<file path="src/rtl/spi_reg_write_arbiter_if.sv">
// Handshake and register-bank bus between the SPI capture stage / local requester
// and spi_reg_write_arbiter. The master drives requests; the slave (arbiter) owns the bank.
interface spi_reg_write_arbiter_if #(
  parameter int NUM_REGS = 5
);
  logic                  spi_valid;
  logic [15:0]           spi_frame;
  logic                  spi_ready;
  logic                  loc_valid;
  logic [6:0]            loc_addr;
  logic [7:0]            loc_data;
  logic                  loc_ready;
  logic                  reg_we;
  logic [6:0]            reg_addr;
  logic [7:0]            reg_wdata;
  logic                  reject;
  logic [NUM_REGS*8-1:0] regs_flat;

  modport master (
    output spi_valid, spi_frame, loc_valid, loc_addr, loc_data,
    input  spi_ready, loc_ready, reg_we, reg_addr, reg_wdata, reject, regs_flat
  );

  modport slave (
    input  spi_valid, spi_frame, loc_valid, loc_addr, loc_data,
    output spi_ready, loc_ready, reg_we, reg_addr, reg_wdata, reject, regs_flat
  );
endinterface

</file>
<file path="src/rtl/spi_reg_write_arbiter.sv">
// Round-robin write arbiter for the PWM/OE register bank: IDLE -> CHECK -> COMMIT per grant.
// Optional saturating reject counter on port err_cnt when REG_WRITE_ERR_CNT_EN is defined.
module spi_reg_write_arbiter #(
  parameter int NUM_REGS = 5,
  parameter int MAX_ADDR = 4
) (
  input  logic clk,
  input  logic rst_n,
  spi_reg_write_arbiter_if.slave bus
`ifdef REG_WRITE_ERR_CNT_EN
  ,
  output logic [7:0] err_cnt
`endif
);

  typedef enum logic [1:0] {IDLE, CHECK, COMMIT} state_t;
  localparam logic SRC_SPI = 1'b1;
  localparam logic SRC_LOC = 1'b0;

  state_t     state_q, state_d;
  logic       last_grant_q, last_grant_d;
  logic       hold_rw_q, hold_rw_d;
  logic [6:0] hold_addr_q, hold_addr_d;
  logic [7:0] hold_data_q, hold_data_d;
  logic       reg_we_q, reg_we_d;
  logic       reject_q, reject_d;
  logic [6:0] reg_addr_q, reg_addr_d;
  logic [7:0] reg_wdata_q, reg_wdata_d;
  logic [7:0] bank_q [NUM_REGS];
  logic [7:0] bank_d [NUM_REGS];

  logic spi_win;
  logic loc_win;
  logic write_ok;

  // On a tie the requester that did not win last time gets the grant.
  assign spi_win  = bus.spi_valid && (!bus.loc_valid || last_grant_q == SRC_LOC);
  assign loc_win  = bus.loc_valid && !spi_win;
  assign write_ok = hold_rw_q && (hold_addr_q <= 7'(MAX_ADDR));

  assign bus.spi_ready = (state_q == IDLE) && spi_win;
  assign bus.loc_ready = (state_q == IDLE) && loc_win;
  assign bus.reg_we    = reg_we_q;
  assign bus.reject    = reject_q;
  assign bus.reg_addr  = reg_addr_q;
  assign bus.reg_wdata = reg_wdata_q;

  always_comb begin
    state_d      = state_q;
    last_grant_d = last_grant_q;
    hold_rw_d    = hold_rw_q;
    hold_addr_d  = hold_addr_q;
    hold_data_d  = hold_data_q;
    reg_we_d     = 1'b0;
    reject_d     = 1'b0;
    reg_addr_d   = reg_addr_q;
    reg_wdata_d  = reg_wdata_q;
    case (state_q)
      IDLE: begin
        if (bus.spi_ready) begin
          hold_rw_d    = bus.spi_frame[15];
          hold_addr_d  = bus.spi_frame[14:8];
          hold_data_d  = bus.spi_frame[7:0];
          last_grant_d = SRC_SPI;
          state_d      = CHECK;
        end else if (bus.loc_ready) begin
          // Local requests carry no rw bit; they are always writes.
          hold_rw_d    = 1'b1;
          hold_addr_d  = bus.loc_addr;
          hold_data_d  = bus.loc_data;
          last_grant_d = SRC_LOC;
          state_d      = CHECK;
        end
      end
      CHECK: begin
        reg_we_d = write_ok;
        reject_d = !write_ok;
        if (write_ok) begin
          reg_addr_d  = hold_addr_q;
          reg_wdata_d = hold_data_q;
        end
        state_d = COMMIT;
      end
      COMMIT:  state_d = IDLE;
      default: state_d = IDLE;
    endcase
  end

  genvar gi;
  generate
    for (gi = 0; gi < NUM_REGS; gi++) begin : g_bank
      assign bank_d[gi] = (reg_we_q && reg_addr_q == 7'(gi)) ? reg_wdata_q : bank_q[gi];
      assign bus.regs_flat[gi*8 +: 8] = bank_q[gi];
    end
  endgenerate

  always_ff @(posedge clk or negedge rst_n) begin
    if (!rst_n) begin
      state_q      <= IDLE;
      last_grant_q <= SRC_LOC;
      hold_rw_q    <= 1'b0;
      hold_addr_q  <= '0;
      hold_data_q  <= '0;
      reg_we_q     <= 1'b0;
      reject_q     <= 1'b0;
      reg_addr_q   <= '0;
      reg_wdata_q  <= '0;
      for (int k = 0; k < NUM_REGS; k++) bank_q[k] <= '0;
    end else begin
      state_q      <= state_d;
      last_grant_q <= last_grant_d;
      hold_rw_q    <= hold_rw_d;
      hold_addr_q  <= hold_addr_d;
      hold_data_q  <= hold_data_d;
      reg_we_q     <= reg_we_d;
      reject_q     <= reject_d;
      reg_addr_q   <= reg_addr_d;
      reg_wdata_q  <= reg_wdata_d;
      for (int k = 0; k < NUM_REGS; k++) bank_q[k] <= bank_d[k];
    end
  end

`ifdef REG_WRITE_ERR_CNT_EN
  logic [7:0] err_cnt_q, err_cnt_d;

  assign err_cnt_d = (reject_q && err_cnt_q != 8'hFF) ? err_cnt_q + 8'd1 : err_cnt_q;
  assign err_cnt   = err_cnt_q;

  always_ff @(posedge clk or negedge rst_n) begin
    if (!rst_n) err_cnt_q <= '0;
    else        err_cnt_q <= err_cnt_d;
  end
`endif

endmodule

</file>
<file path="src/flat_wrapper.sv">
// flat-port wrapper written by rule: the top's interface ports become plain ports
module spi_reg_write_arbiter_flat 
#(
  parameter int NUM_REGS = 5,
  parameter int MAX_ADDR = 4
)
  (clk, rst_n, bus_spi_valid, bus_spi_frame, bus_loc_valid, bus_loc_addr, bus_loc_data, bus_spi_ready, bus_loc_ready, bus_reg_we, bus_reg_addr, bus_reg_wdata, bus_reject, bus_regs_flat);
  spi_reg_write_arbiter_if #(.NUM_REGS(NUM_REGS)) bus_i ();
  input  logic clk;
  input  logic rst_n;
  input wire logic [$bits(bus_i.spi_valid)-1:0] bus_spi_valid;
  input wire logic [$bits(bus_i.spi_frame)-1:0] bus_spi_frame;
  input wire logic [$bits(bus_i.loc_valid)-1:0] bus_loc_valid;
  input wire logic [$bits(bus_i.loc_addr)-1:0] bus_loc_addr;
  input wire logic [$bits(bus_i.loc_data)-1:0] bus_loc_data;
  output wire logic [$bits(bus_i.spi_ready)-1:0] bus_spi_ready;
  output wire logic [$bits(bus_i.loc_ready)-1:0] bus_loc_ready;
  output wire logic [$bits(bus_i.reg_we)-1:0] bus_reg_we;
  output wire logic [$bits(bus_i.reg_addr)-1:0] bus_reg_addr;
  output wire logic [$bits(bus_i.reg_wdata)-1:0] bus_reg_wdata;
  output wire logic [$bits(bus_i.reject)-1:0] bus_reject;
  output wire logic [$bits(bus_i.regs_flat)-1:0] bus_regs_flat;
  assign bus_i.spi_valid = bus_spi_valid;
  assign bus_i.spi_frame = bus_spi_frame;
  assign bus_i.loc_valid = bus_loc_valid;
  assign bus_i.loc_addr = bus_loc_addr;
  assign bus_i.loc_data = bus_loc_data;
  assign bus_spi_ready = bus_i.spi_ready;
  assign bus_loc_ready = bus_i.loc_ready;
  assign bus_reg_we = bus_i.reg_we;
  assign bus_reg_addr = bus_i.reg_addr;
  assign bus_reg_wdata = bus_i.reg_wdata;
  assign bus_reject = bus_i.reject;
  assign bus_regs_flat = bus_i.regs_flat;
  spi_reg_write_arbiter #(.NUM_REGS(NUM_REGS), .MAX_ADDR(MAX_ADDR)) u_core (.clk(clk), .rst_n(rst_n), .bus(bus_i));
endmodule
</file>
<file path="config.mk">
export PLATFORM = sky130hd
export DESIGN_NAME = spi_reg_write_arbiter_flat
export DESIGN_NICKNAME = d
export VERILOG_FILES = /design/src/rtl/spi_reg_write_arbiter_if.sv /design/src/rtl/spi_reg_write_arbiter.sv /design/src/flat_wrapper.sv
export SDC_FILE = /design/constraint.sdc
export NUM_CORES = 1
export LEC_CHECK = 0
export ABC_AREA = 1
export CAP_MARGIN = 10
export CORE_MARGIN = 2
export CORE_UTILIZATION = 30
export CTS_CLUSTER_DIAMETER = 50
export DETAILED_ROUTE_END_ITERATION = 6
export PLACE_DENSITY_LB_ADDON = 0.1
export SETUP_SLACK_MARGIN = 0.15
export SLEW_MARGIN = 20
export SYNTH_ARGS = -nofsm -noshare
export SYNTH_HDL_FRONTEND = slang
export SYNTH_SLANG_ARGS = --single-unit
</file>
<file path="constraint.sdc">
create_clock -name clk -period 1.3 [get_ports clk]
set_input_delay 0.26 -clock clk [delete_from_list [all_inputs] [get_ports clk]]
set_output_delay 0.26 -clock clk [all_outputs]
set_load 0.01 [all_outputs]
</file>
# Word-level counts from Yosys, hierarchy flattened
# Cells that the tools add are included.
# W data, S select, Z words.
[classes]
multipliers = 0
reduce_logical = 19
n_mux = 13
n_lt_le_gt_ge = 1
shifts = 0
n_eq_ne = 6
add_sub_neg = 0
div_mod_pow = 0
n_bitwise = 1
[ops]
columns = ["operator", "n"]
rows = [
  ["$mux W8", 2],
  ["$eq A7 B2 Y1 const B", 2],
  ["$mux W7", 2],
  ["$logic_and A1 B1 Y1", 10],
  ["$eq A7 B1 Y1 const B", 1],
  ["$eq A7 B3 Y1 const B", 1],
  ["$le A7 B3 Y1 const B", 1],
  ["$logic_not A7 Y1", 1],
  ["$mux W1", 6],
  ["$mux W2", 2],
  ["$pmux W2 S2", 1],
  ["$reduce_and A2 Y1", 2],
  ["$logic_not A1 Y1", 3],
  ["$ne A3 B3 Y1 const B", 1],
  ["$eq A2 B1 Y1 const B", 1],
  ["$logic_not A2 Y1", 1],
  ["$reduce_bool A2 Y1", 1],
  ["$logic_or A1 B1 Y1", 1],
  ["$not A1 Y1", 1],
]
[word_totals]
in_bits = 35
elab_cells = 54
output_inout_bits = 59
n_memories = 0
ram_bits = 0
latch_bits = 0
ff_bits = 76
rom_bits = 0

# Logic depth before layout (Yosys ltp)
# Gate-level depths: netlist (run 1).
[logic_depth]
word_depth = 9
mapped_depth = 7
ltp_nobuf = 6

# Worst setup path after synthesis (run 1)
# OpenSTA, ideal clock, no wires.
[synth_path]
path_type = "flip-flop to flip-flop"
from = "register u_core.reg_addr_q[1] (netlist: u_core.bus.reg_addr[1])"
to = "register u_core.bank_q, in the netlist u_core.bus.regs_flat[32]"
period_less_slack_ns = 1.208
required_time_ns = 1.183
slack_ns = 0.092
path_stages_with_launch = 7
setup_time_ns = 0.117
arrival_time_ns = 1.091
n_path_buf = 0
cell_sequence = "dfrtp_1 inv_2 nand2_1 nor2_2 nand2_4 nand2_1 nand2_1"
[synth_via]
elab_chain_len = 2
[synth_rtl]
columns = ["element", "line", "rtl"]
rows = [
  ["start, declared", "spi_reg_write_arbiter.sv:27", "logic [6:0] reg_addr_q, reg_addr_d;"],
  ["start signal, assigned", "spi_reg_write_arbiter.sv:117", "reg_addr_q <= reg_addr_d;"],
  ["$eq A7 B3 Y1", "spi_reg_write_arbiter.sv:92", "assign bank_d[gi] = (reg_we_q && reg_addr_q == 7'(gi)) ? reg_wdata_q : bank_q[gi];"],
  ["$logic_and A1 B1 Y1", "spi_reg_write_arbiter.sv:92", ""],
  ["end, declared", "spi_reg_write_arbiter.sv:29", "logic [7:0] bank_q [NUM_REGS];"],
]
# Every way passes these cells.
# A chain may end at the register's enable or synchronous reset.

# Worst setup path after layout (run 1)
[layout_path]
from = "register u_core.state_q[1]"
to = "output bus_spi_ready"
[layout_via]
elab_chain_len = 2
[layout_rtl]
columns = ["element", "line", "rtl"]
rows = [
  ["start, declared", "spi_reg_write_arbiter.sv:20", "state_t state_q, state_d;"],
  ["start signal, assigned", "spi_reg_write_arbiter.sv:110", "state_q <= state_d;"],
  ["$logic_not A2 Y1", "spi_reg_write_arbiter.sv:41", "assign bus.spi_ready = (state_q == IDLE) && spi_win;"],
  ["$logic_and A1 B1 Y1", "spi_reg_write_arbiter.sv:41", ""],
  ["end, declared", "flat_wrapper.sv:16", "output wire logic [$bits(bus_i.spi_ready)-1:0] bus_spi_ready;"],
]
# Every way passes these cells.

==> results of run 1 <==
power groups by stage:
| stage | Clock, uW | Combinational, uW | Sequential, uW |
|---|---|---|---|
| floorplan | 0 | 1380 | 3240 |
| global placement | 0 | 2620 | 3190 |
| detailed placement | 0 | 2660 | 3210 |
| CTS | 2640 | 3220 | 3180 |
| global route | 2760 | 4070 | 3240 |
| finish | 2600 | 3740 | 3190 |
critical path, stage by stage, from the launching register on:
cell	delay (ps)
dfrtp_1	380
inv_2	80
nand2_4	80
nor2_4	160
buf_6	120
cell usage in the layout, fill, tap and decap left out, drive strengths merged:
cell / netlist / layout
a21oi: 15 / 15
nor2: 27 / 29
nand2: 166 / 166
dlygate4sd2: 0 / 2
bufinv: 0 / 2
inv: 33 / 33
dlygate4sd3: 0 / 1
clkbuf: 0 / 11
nand4: 12 / 12
dfrtp: 76 / 76
o21ai: 2 / 2
buf: 12 / 140
clkinv: 1 / 4
nand3: 44 / 45
a21boi: 1 / 1
o22ai: 1 / 1
clkdlybuf4s50: 0 / 31
worst paths after layout:
kind	slack, ps	start	endpoint
max reg2reg	-30	u_core.state_q[1]$_DFFE_PN0P_	u_core.hold_data_q[0]$_DFFE_PN0P_
min reg2reg	480	u_core.bus.regs_flat[0]$_DFFE_PN0P_	u_core.bus.regs_flat[0]$_DFFE_PN0P_
min in group clk	460	bus_loc_valid	u_core.last_grant_q$_DFFE_PN0P_
min	310	rst_n	u_core.bus.reg_addr[4]$_DFFE_PN0P_
max	-120	u_core.state_q[1]$_DFFE_PN0P_	bus_spi_ready
max in group asynchronous	530	rst_n	u_core.bus.reg_addr[1]$_DFFE_PN0P_
final cells by class:
class	count	area, sq um	share of cell area
flip-flops and latches	76	1904	0.3312
multi-input cells	271	1692	0.2942
repair buffers	176	1541	0.2681
clock buffers	9	225.2	0.03916
well taps	140	175.2	0.03046
inverters	34	133.9	0.02328
clock inverters	5	78.83	0.01371
layer usage:
layer  up-vias  wire, um
li1       1599         -
met1      1499      4523
met2        86      5105
met3        15       579
met4         0       231
met5         -         0
flip-flops by register name (all words and copies together) (netlist names):
| signal | cells |
|---|---|
| u_core.bus.regs_flat | 40 |
| u_core.bus.reg_wdata | 8 |
| u_core.hold_data_q | 8 |
| u_core.bus.reg_addr | 7 |
| u_core.hold_addr_q | 7 |
| u_core.state_q | 2 |
| u_core.bus.reg_we | 1 |
| u_core.bus.reject | 1 |
| u_core.hold_rw_q | 1 |
| u_core.last_grant_q | 1 |
metrics by stage:
stage / util / cells / hold slack, ps
3_5_place_dp: 0.4265 / 642 / 107.8
6_report: 0.5259 / 711 / 314.3
5_1_grt: 0.5259 / 711 / 313.3
4_1_cts: 0.4745 / 682 / 310.5
3_3_place_gp: 0.4265 / 642 / 107.7
2_1_floorplan: - / 390 / -35.59
timing repair:
item / 4_1_cts / 5_1_grt
pin swaps: 52 / 38
setup endpoints to repair: 132 / 110
hold buffers: 1 / 0
setup buffers: 20 / 27
resized for setup: 309 / 80
cloned: 5 / 2
endpoints found under the hold margin: 35 / 0
logic make-up (layout without fill, tap and decap cells):
logic type      count (synthesis)  in the layout
simple gates                  249            252
flops                          76             76
compound gates                 19             19
buf+inv                        46            224
==> results.txt, run 1 <==
Gate power share = 0.392
Core Area = 0.01094 sq mm
CTS max path bufs = 2
Switching Share = 0.3484
Fin nets = 603
Compound-Gate Fraction of Synth Area = 0.03919
Post-synthesis async set-or-reset flop share = 1.000
Height of the die = 110.2 um
WP data required = 1040 ps
H-tree levels = 3
Clock power frac = 0.273
Most Crowded Layer GR = met2
Main area contributors after synthesis = dfrtp_1 56%, nand2_1 17%, nand3_1 6.1%
Post-DP HPWL = 6507 um
Worst rel slew slack = 0.8344
Final setup fails = 15
Final wirelength = 10440 um
Seq pwr share = 0.335
Antenna Cells = 0
Post-layout minimum cycle time = 1417 ps
Initial antenna violation count = 0
Lkg Pwr = 0.003048 uW
Yosys cell types = 23
Cts bufs inserted = 9
Count leader, synth = nand2_1
Clock Skews = 6.299 ps
# fillers = 1054
Critical path type = reg -> out
Crit-path max FO = 4
Post-route DRC = 0
All-Layer GR Usage = 0.1729
Synth warnings = 0
Yosys top cell by area = dfrtp_1
Main combinational cell family by area after synthesis = simple AND/OR/NAND/NOR gates
Psw = 3323 uW
Endpoints failing hold = 0
Met3 Use GR = 0.04056
Synth Area in Simple Gates = 0.3335
Share of layout cells above drive strength 1 = 0.5096
Final Wtd Congestion = 0.7464
Syn Nets = 425
Clock Root Buffer = clkbuf_16
Synth top cells by count = 149 x nand2_1, 76 x dfrtp_1, 41 x nand3_1
Later-pin clock latency in the skew report = 340 ps
Met1 usage = 0.2253
Multiplexer share of the synthesized area = 0
Vias in the first global route = 3041
Per-cell routed wire length = 14.68 um
Clk slew on worst S/H paths = 60 ps
Total power = 9537 uW
Post-Place Setup Slack = -591.1 ps
Pin count of the biggest net entering global routing = 42
Worst VDD drop = 0.0007792 V
Startpoint types = register
Violated checks = setup timing
Post-route cell area = 0.005751 sq mm
Post-Synth XOR/XNOR Area = 0
Initial DRT Pass Iterations = 4
Clock Sink Count = 76
RSZ-0062 raised after global routing = true
Post-synthesis adder-cell area fraction = 0
Max cap viols = 0
WP data arrival = 1160 ps
Seq/Total Area, Yosys = 0.5619
Post-route ant nets = 0
Status = finished with violations
EDFF count, synth = 0
Vias per cell = 4.499
Commonest register cell after synthesis = dfrtp_1
Synth Register Bits = 76
Starting Density = 0.3095
Port Buffers = 93
Placement Rows = 38
Chip width = 110.2 um
Fin Setup TNS = -471.3 ps
Fin worst setup slack = -117.4 ps
Fmax = 705.5 MHz
Post-Syn Area = 0.003384 sq mm
Hold crit path type = in -> async
Mapped Avg Cell Area = 8.678 sq um
GR Util met2 = 0.2752
Layout area overhead = 69.91%
Final Max Slew Viols = 0
Synth Instances = 390
Global-route wire length before repair = 15630 um
Full die area = 0.01215 sq mm
Starting DRC count in detailed routing = 163
Yosys top cell area share = 0.5619
Period utilisation layout = 1.090
DR vias = 3199
P per Cell Area = 1659 mW/mm^2
Worst setup EP type = primary output
I/O Pins = 94
Worst-Margin Slew = 247.8 ps
R2R depth = 8
Int Pwr = 6215 uW
Placed cell area = 0.004664 sq mm
TritonCTS clock tree = done
Remaining Overflow, GRT = 0
(Power assumes the default switching activity.)
==> run 2: changes to the inputs <==
==> constraint.sdc (replaced) <==
create_clock -name clk -period 1.3 [get_ports clk]
set_input_delay 0.26 -clock clk [delete_from_list [all_inputs] [get_ports clk]]
set_output_delay 0.26 -clock clk [all_outputs]
set_load 0.02 [all_outputs]
==> run 2 against run 1 <==
Effect of this change:
- the run still ends with setup timing left
- sequential share of layout area decreased by 1.9 points
- total power rose by 0.76%
- flip-flop and latch count did not move
- count of clock-buffer cells in the layout rose by 3
- clock skew about the same
- critical path depth unchanged
- combinational power increased by 7.8%
- final cell count up 2.5%
==> results.txt, run 2 (synthesis gave the netlist of run 1 again) <==
Later-pin clock latency in the skew report = 340 ps (about the same)
Initial antenna violation count = 0 (unchanged)
Pin count of the biggest net entering global routing = 31 (-26%)
Lkg Pwr = 0.003133 uW (+2.8%)
Post-route ant nets = 0 (unchanged)
Starting DRC count in detailed routing = 85 (-48%)
WP data required = 1040 ps (about the same)
Final Wtd Congestion = 0.7722 (+3.5%)
TritonCTS clock tree = done
Clock Root Buffer = clkbuf_16
Initial DRT Pass Iterations = 4 (unchanged)
Fin nets = 620 (+2.8%)
Full die area = 0.01215 sq mm (unchanged)
Final setup fails = 26 (+11)
Total power = 9609 uW (+0.76%)
Antenna Cells = 0 (unchanged)
Vias per cell = 4.471 (-0.64%)
All-Layer GR Usage = 0.1711 (-0.001813)
Chip width = 110.2 um (unchanged)
Status = finished with violations
Starting Density = 0.3095 (unchanged)
# fillers = 1011 (-4.1%)
WP data arrival = 1210 ps (+50 ps)
Max cap viols = 0 (unchanged)
Placement Rows = 38 (unchanged)
Share of layout cells above drive strength 1 = 0.5297 (+0.02008)
Post-route DRC = 0 (unchanged)
Hold crit path type = in -> async
Period utilisation layout = 1.132 (+0.04209)
Final wirelength = 10230 um (-2.1%)
Clock Sink Count = 76 (unchanged)
Clock Skews = 6.278 ps (-0.02048 ps)
Cts bufs inserted = 9 (unchanged)
Fin worst setup slack = -172.1 ps (-54.72 ps)
Final core utilization = 0.5604 (+0.03455)
Post-layout minimum cycle time = 1472 ps (+54.72 ps)
RSZ-0062 raised after global routing = true
Worst setup EP type = primary output
P per Cell Area = 1568 mW/mm^2 (-5.5%)
Max reg flops = 40 (unchanged)
Startpoint types = register
I/O Pins = 94 (unchanged)
Fmax = 679.3 MHz (-3.7%)
Layout area overhead = 81.07%
Core Area = 0.01094 sq mm (unchanged)
Most common cell after layout, fill and taps aside = nand2_1
Per-cell routed wire length = 14.03 um (-4.5%)
Worst rel slew slack = 0.7538 (-0.08066)
Post-DP HPWL = 6330 um (-2.7%)
Final Max Slew Viols = 0 (unchanged)
Remaining Overflow, GRT = 0 (unchanged)
H-tree levels = 3 (unchanged)
DR vias = 3259 (+1.9%)
Global-route wire length before repair = 15600 um (-0.18%)
Crit-path max FO = 5 (+1)
Worst-Margin Slew = 369.3 ps (+121.6 ps)
Vias in the first global route = 3151 (+3.6%)
Height of the die = 110.2 um (unchanged)
CTS max path bufs = 2 (unchanged)
Violated checks = setup timing
Clk slew on worst S/H paths = 60 ps (about the same)
Critical path type = reg -> out
Most frequent cells in the layout = 83 x nand2_1, 75 x buf_4, 70 x buf_6
Setup slack, reg-to-reg = -90 ps (-60 ps)
Worst VDD drop = 0.0008165 V (+4.8%)
Port Buffers = 93 (unchanged)
Endpoints failing hold = 0 (unchanged)
==> run 2: changes by cell type in the layout (fill, tap and decap cells not counted), moves of 4 or more <==
cell / before / now
inv_1: 22 / 18
nand3_1: 19 / 40
dfrtp_1: 74 / 68
buf_4: 50 / 75
inv_2: 10 / 15
dfrtp_2: 2 / 8
nand2_1: 98 / 83
nand3_2: 22 / 1
buf_2: 48 / 3
buf_6: 34 / 70
nand2_4: 6 / 14
nand2_2: 59 / 65
==> run 2: layout make-up <==
cell class	count	area, sq um	area share
inverter	34	128.9	0.02103
multi-input combinational	270	1655	0.2701
timing repair buffer	194	1969	0.3214
clock buffer	12	266.5	0.04349
sequential	76	1912	0.3120
clock inverter	3	21.27	0.003471
tap	140	175.2	0.02858
==> run 2: per-stage QoR <==
stage	worst slack (ps)	std cells	area, sq um	TNS (ps)	hold slack, ps
finish	-172.1	729	6128	-1254	386.8
floorplan	105.2	390	3450	0	-35.59
detailed placement	-673.2	639	4720	-11240	203.8
global placement	-646.6	639	4720	-10660	199.6
global route	-187.9	729	6128	-3908	422.7
CTS	-133.7	682	5509	-211.7	396.8
==> run 2: metal layers <==
metal  share of wire  track usage  vias up
met3           0.051      0.03116       14
met4           0.018      0.06786        0
met2            0.50       0.2879       91
li1                -            -     1626
met5               0            0        -
met1            0.44       0.2179     1528
==> run 2: power breakdown <==
part / switching (uW) / internal [uW] / total [uW]
registers: 367 / 2830 / 3200
logic: 2120 / 1910 / 4030
clock network: 946 / 1440 / 2380
==> run 2: worst max-delay path, cell delays in order, from the launching register on <==
cell     delay [ps]
dfrtp_1         400
inv_2            80
nand2_4          80
nor2_4          170
buf_6           140
==> run 2: repair_timing <==
action,CTS,global route
pin swaps,37,40
endpoints found under the hold margin,23,0
hold buffers,1,0
setup endpoints to repair,133,126
resized for setup,397,75
cloned,5,2
setup buffers,22,45
==> run 2: final timing paths <==
path / from / endpoint / cells after the start
max: u_core.state_q[1]$_DFFE_PN0P_ / bus_spi_ready / 4
min in group clk: bus_spi_frame[11] / u_core.hold_addr_q[3]$_DFFE_PN0P_ / 3
max reg2reg: u_core.state_q[1]$_DFFE_PN0P_ / u_core.hold_addr_q[2]$_DFFE_PN0P_ / 8
max in group asynchronous: rst_n / u_core.bus.regs_flat[13]$_DFFE_PN0P_ / 3
min: rst_n / u_core.bus.regs_flat[32]$_DFFE_PN0P_ / 2
min reg2reg: u_core.bus.regs_flat[22]$_DFFE_PN0P_ / u_core.bus.regs_flat[22]$_DFFE_PN0P_ / 2
==> run 3: changes to the inputs <==
- HOLD_SLACK_MARGIN: unset -> 0.02
- clock period: 1.3 -> 1.6 ns (I/O delays scaled with it)
==> run 3 against run 2 <==
Effect of this change:
- the run now ends clean
- critical path depth unchanged
- largest cell class is now flip-flops and latches
- routed wire length down 11%
- worst hold slack improved by 67 ps
- global-route usage fell by 1.3 points
- combinational power is 45% lower
- non-clock buffer count is 70 lower
- clock skew increased by 2.6 ps
- utilization down 11 points
- clock power shrank 16%
- critical path type unchanged
- final cell count down 9.3%
- die area is the same
==> results.txt, run 3 (synthesis gave the netlist of run 1 again) <==
# fillers = 1107 (+9.5%)
WP data required = 1280 ps (+240 ps)
RSZ-0062 raised after global routing = true
Max reg flops = 40 (unchanged)
Clock Sink Count = 76 (unchanged)
Multi-input gate area = 0.001330 sq mm (-20%)
Period utilisation layout = 0.9478
CP max stage cell = dfrtp_1
Lkg Pwr = 0.002799 uW (-11%)
Post-layout minimum cycle time = 1516 ps
Endpoints failing hold = 0 (unchanged)
Share of layout cells above drive strength 1 = 0.1900 (-0.3397)
Global-route wire length before repair = 14730 um (-5.6%)
Final wirelength = 9141 um (-11%)
TritonCTS clock tree = done
Post-DP HPWL = 6479 um (+2.4%)
CP Cell Sequence = inv_2 -> nand2_4 -> nor2_4 -> buf_6
Worst VDD drop = 0.0004957 V (-39%)
CTS max path bufs = 2 (unchanged)
Clk slew on worst S/H paths = 60 ps (about the same)
Starting Density = 0.3095 (unchanged)
Status = complete, no violations
Final Max Slew Viols = 0 (unchanged)
All-Layer GR Usage = 0.1585 (-0.01257)
Per-cell routed wire length = 13.83 um (-1.4%)
Remaining Overflow, GRT = 0 (unchanged)
Max cap viols = 0 (unchanged)
Clock Skews = 8.890 ps (+2.611 ps)
Most common cell after layout, fill and taps aside = nand2_1
Hold crit path type = in -> async
WP data arrival = 1200 ps (about the same)
Height of the die = 110.2 um (unchanged)
Pin count of the biggest net entering global routing = 36 (+16%)
Most frequent cells in the layout = 149 x nand2_1, 74 x dfrtp_1, 57 x dlygate4sd2_1
Critical path type = reg -> out
Startpoint types = register
Final setup fails = 0 (-100%)
Antenna Cells = 0 (unchanged)
I/O Pins = 94 (unchanged)
Vias in the first global route = 2860 (-9.2%)
Port Buffers = 93 (unchanged)
Worst-Margin Slew = 455.2 ps (+85.87 ps)
Fmax = 659.5 MHz
Clock Root Buffer = clkbuf_16
Initial DRT Pass Iterations = 4 (unchanged)
Post-route DRC = 0 (unchanged)
Fin worst setup slack = 83.60 ps (+255.7 ps)
Layout area overhead = 45.84%
Sequential Area = 0.001904 sq mm (-0.39%)
Post-Place Setup Slack = -443.4 ps (+229.8 ps)
Setup slack, reg-to-reg = 220 ps (+310 ps)
Fin nets = 551 (-11%)
Starting DRC count in detailed routing = 96 (+13%)
H-tree levels = 3 (unchanged)
Worst rel slew slack = 0.6954 (-0.05837)
Core Area = 0.01094 sq mm (unchanged)
Placement Rows = 38 (unchanged)
Crit-path max FO = 5 (unchanged)
P per Cell Area = 1376 mW/mm^2 (-12%)
DR vias = 2926 (-10%)
Worst setup EP type = primary output
Cts bufs inserted = 9 (unchanged)
Initial antenna violation count = 0 (unchanged)
Post-route cell area = 0.004936 sq mm (-19%)
Later-pin clock latency in the skew report = 330 ps (about the same)
Slowest Stage Delay on Critical Path = 400 ps (about the same)
Vias per cell = 4.427 (-0.98%)
Full die area = 0.01215 sq mm (unchanged)
Placed cell area = 0.004587 sq mm (-2.8%)
Chip width = 110.2 um (unchanged)
Final Wtd Congestion = 0.7778 (+0.73%)
Post-route ant nets = 0 (unchanged)
==> run 3: cell count changes in the layout (fill, tap and decap cells not counted), moves of 6 or more <==
| cell | before | now |
|---|---|---|
| dlygate4sd2_1 | 2 | 57 |
| dfrtp_2 | 8 | 2 |
| buf_12 | 8 | 1 |
| buf_6 | 70 | 1 |
| nand2_2 | 65 | 14 |
| nand2_1 | 83 | 149 |
| inv_1 | 18 | 26 |
| buf_4 | 75 | 31 |
| nand2_4 | 14 | 3 |
| inv_2 | 15 | 7 |
| dfrtp_1 | 68 | 74 |
==> run 3: report_power, final <==
part	internal, uW	switching (uW)	total, uW
Sequential	2300	269	2570
Clock	1210	786	1990
Combinational	859	1370	2230
Total	4370	2420	6790
==> run 3: critical path: cells and delay by family (launching register included) <==
kind	cells	cell delay (ps)
flip-flops	1	400
AND/OR/NAND/NOR	2	240
buffers and inverters	2	230
==> run 3: through the flow <==
stage / power (uW) / util / hold WS, ps / instances / TNS, ps
2_1_floorplan: 3848 / - / 24.41 / 390 / 0
3_3_place_gp: 4761 / 0.4195 / 275.2 / 635 / -5956
3_5_place_dp: 4803 / 0.4195 / 276.4 / 635 / -6382
4_1_cts: 6805 / 0.4439 / 466.3 / 655 / 0
5_1_grt: 7254 / 0.4514 / 494.6 / 661 / 0
6_report: 6792 / 0.4514 / 453.4 / 661 / 0
==> run 3: cell type report <==
type	instances	share of cell area
Sequential cell	76	0.3858
Multi-Input combinational cell	271	0.2695
Timing Repair Buffer	124	0.2238
Clock buffer	10	0.04639
Tap cell	140	0.03549
Inverter	34	0.02586
Clock inverter	6	0.01318
==> run 3: final timing paths <==
path | startpoint | to | cells past startpoint
hold reg to reg | u_core.bus.regs_flat[11]$_DFFE_PN0P_ | u_core.bus.regs_flat[11]$_DFFE_PN0P_ | 2
min in group clk | u_core.bus.regs_flat[11]$_DFFE_PN0P_ | u_core.bus.regs_flat[11]$_DFFE_PN0P_ | 2
setup / recovery | u_core.state_q[1]$_DFFE_PN0P_ | bus_spi_ready | 4
hold / removal | rst_n | u_core.bus.reg_addr[4]$_DFFE_PN0P_ | 2
setup reg to reg | u_core.state_q[1]$_DFFE_PN0P_ | u_core.hold_data_q[4]$_DFFE_PN0P_ | 7
max in group asynchronous | rst_n | u_core.hold_data_q[2]$_DFFE_PN0P_ | 3
==> run 3: routing by layer <==
layer,global-route usage,vias to the layer above,part of all wire
li1,-,1493,-
met1,0.2139,1355,0.47
met2,0.2546,71,0.47
met3,0.03233,7,0.048
met4,0.05357,0,0.0086
met5,0,-,0
==> run 3: timing repair <==
action                                  CTS  global route
gates resized for setup                  76             6
hold endpoints to repair                 27             0
hold buffers                              1             0
buffers inserted                          2             4
endpoints found under the setup margin   75            43
pin swaps                                 3             3
cloned                                    1             2
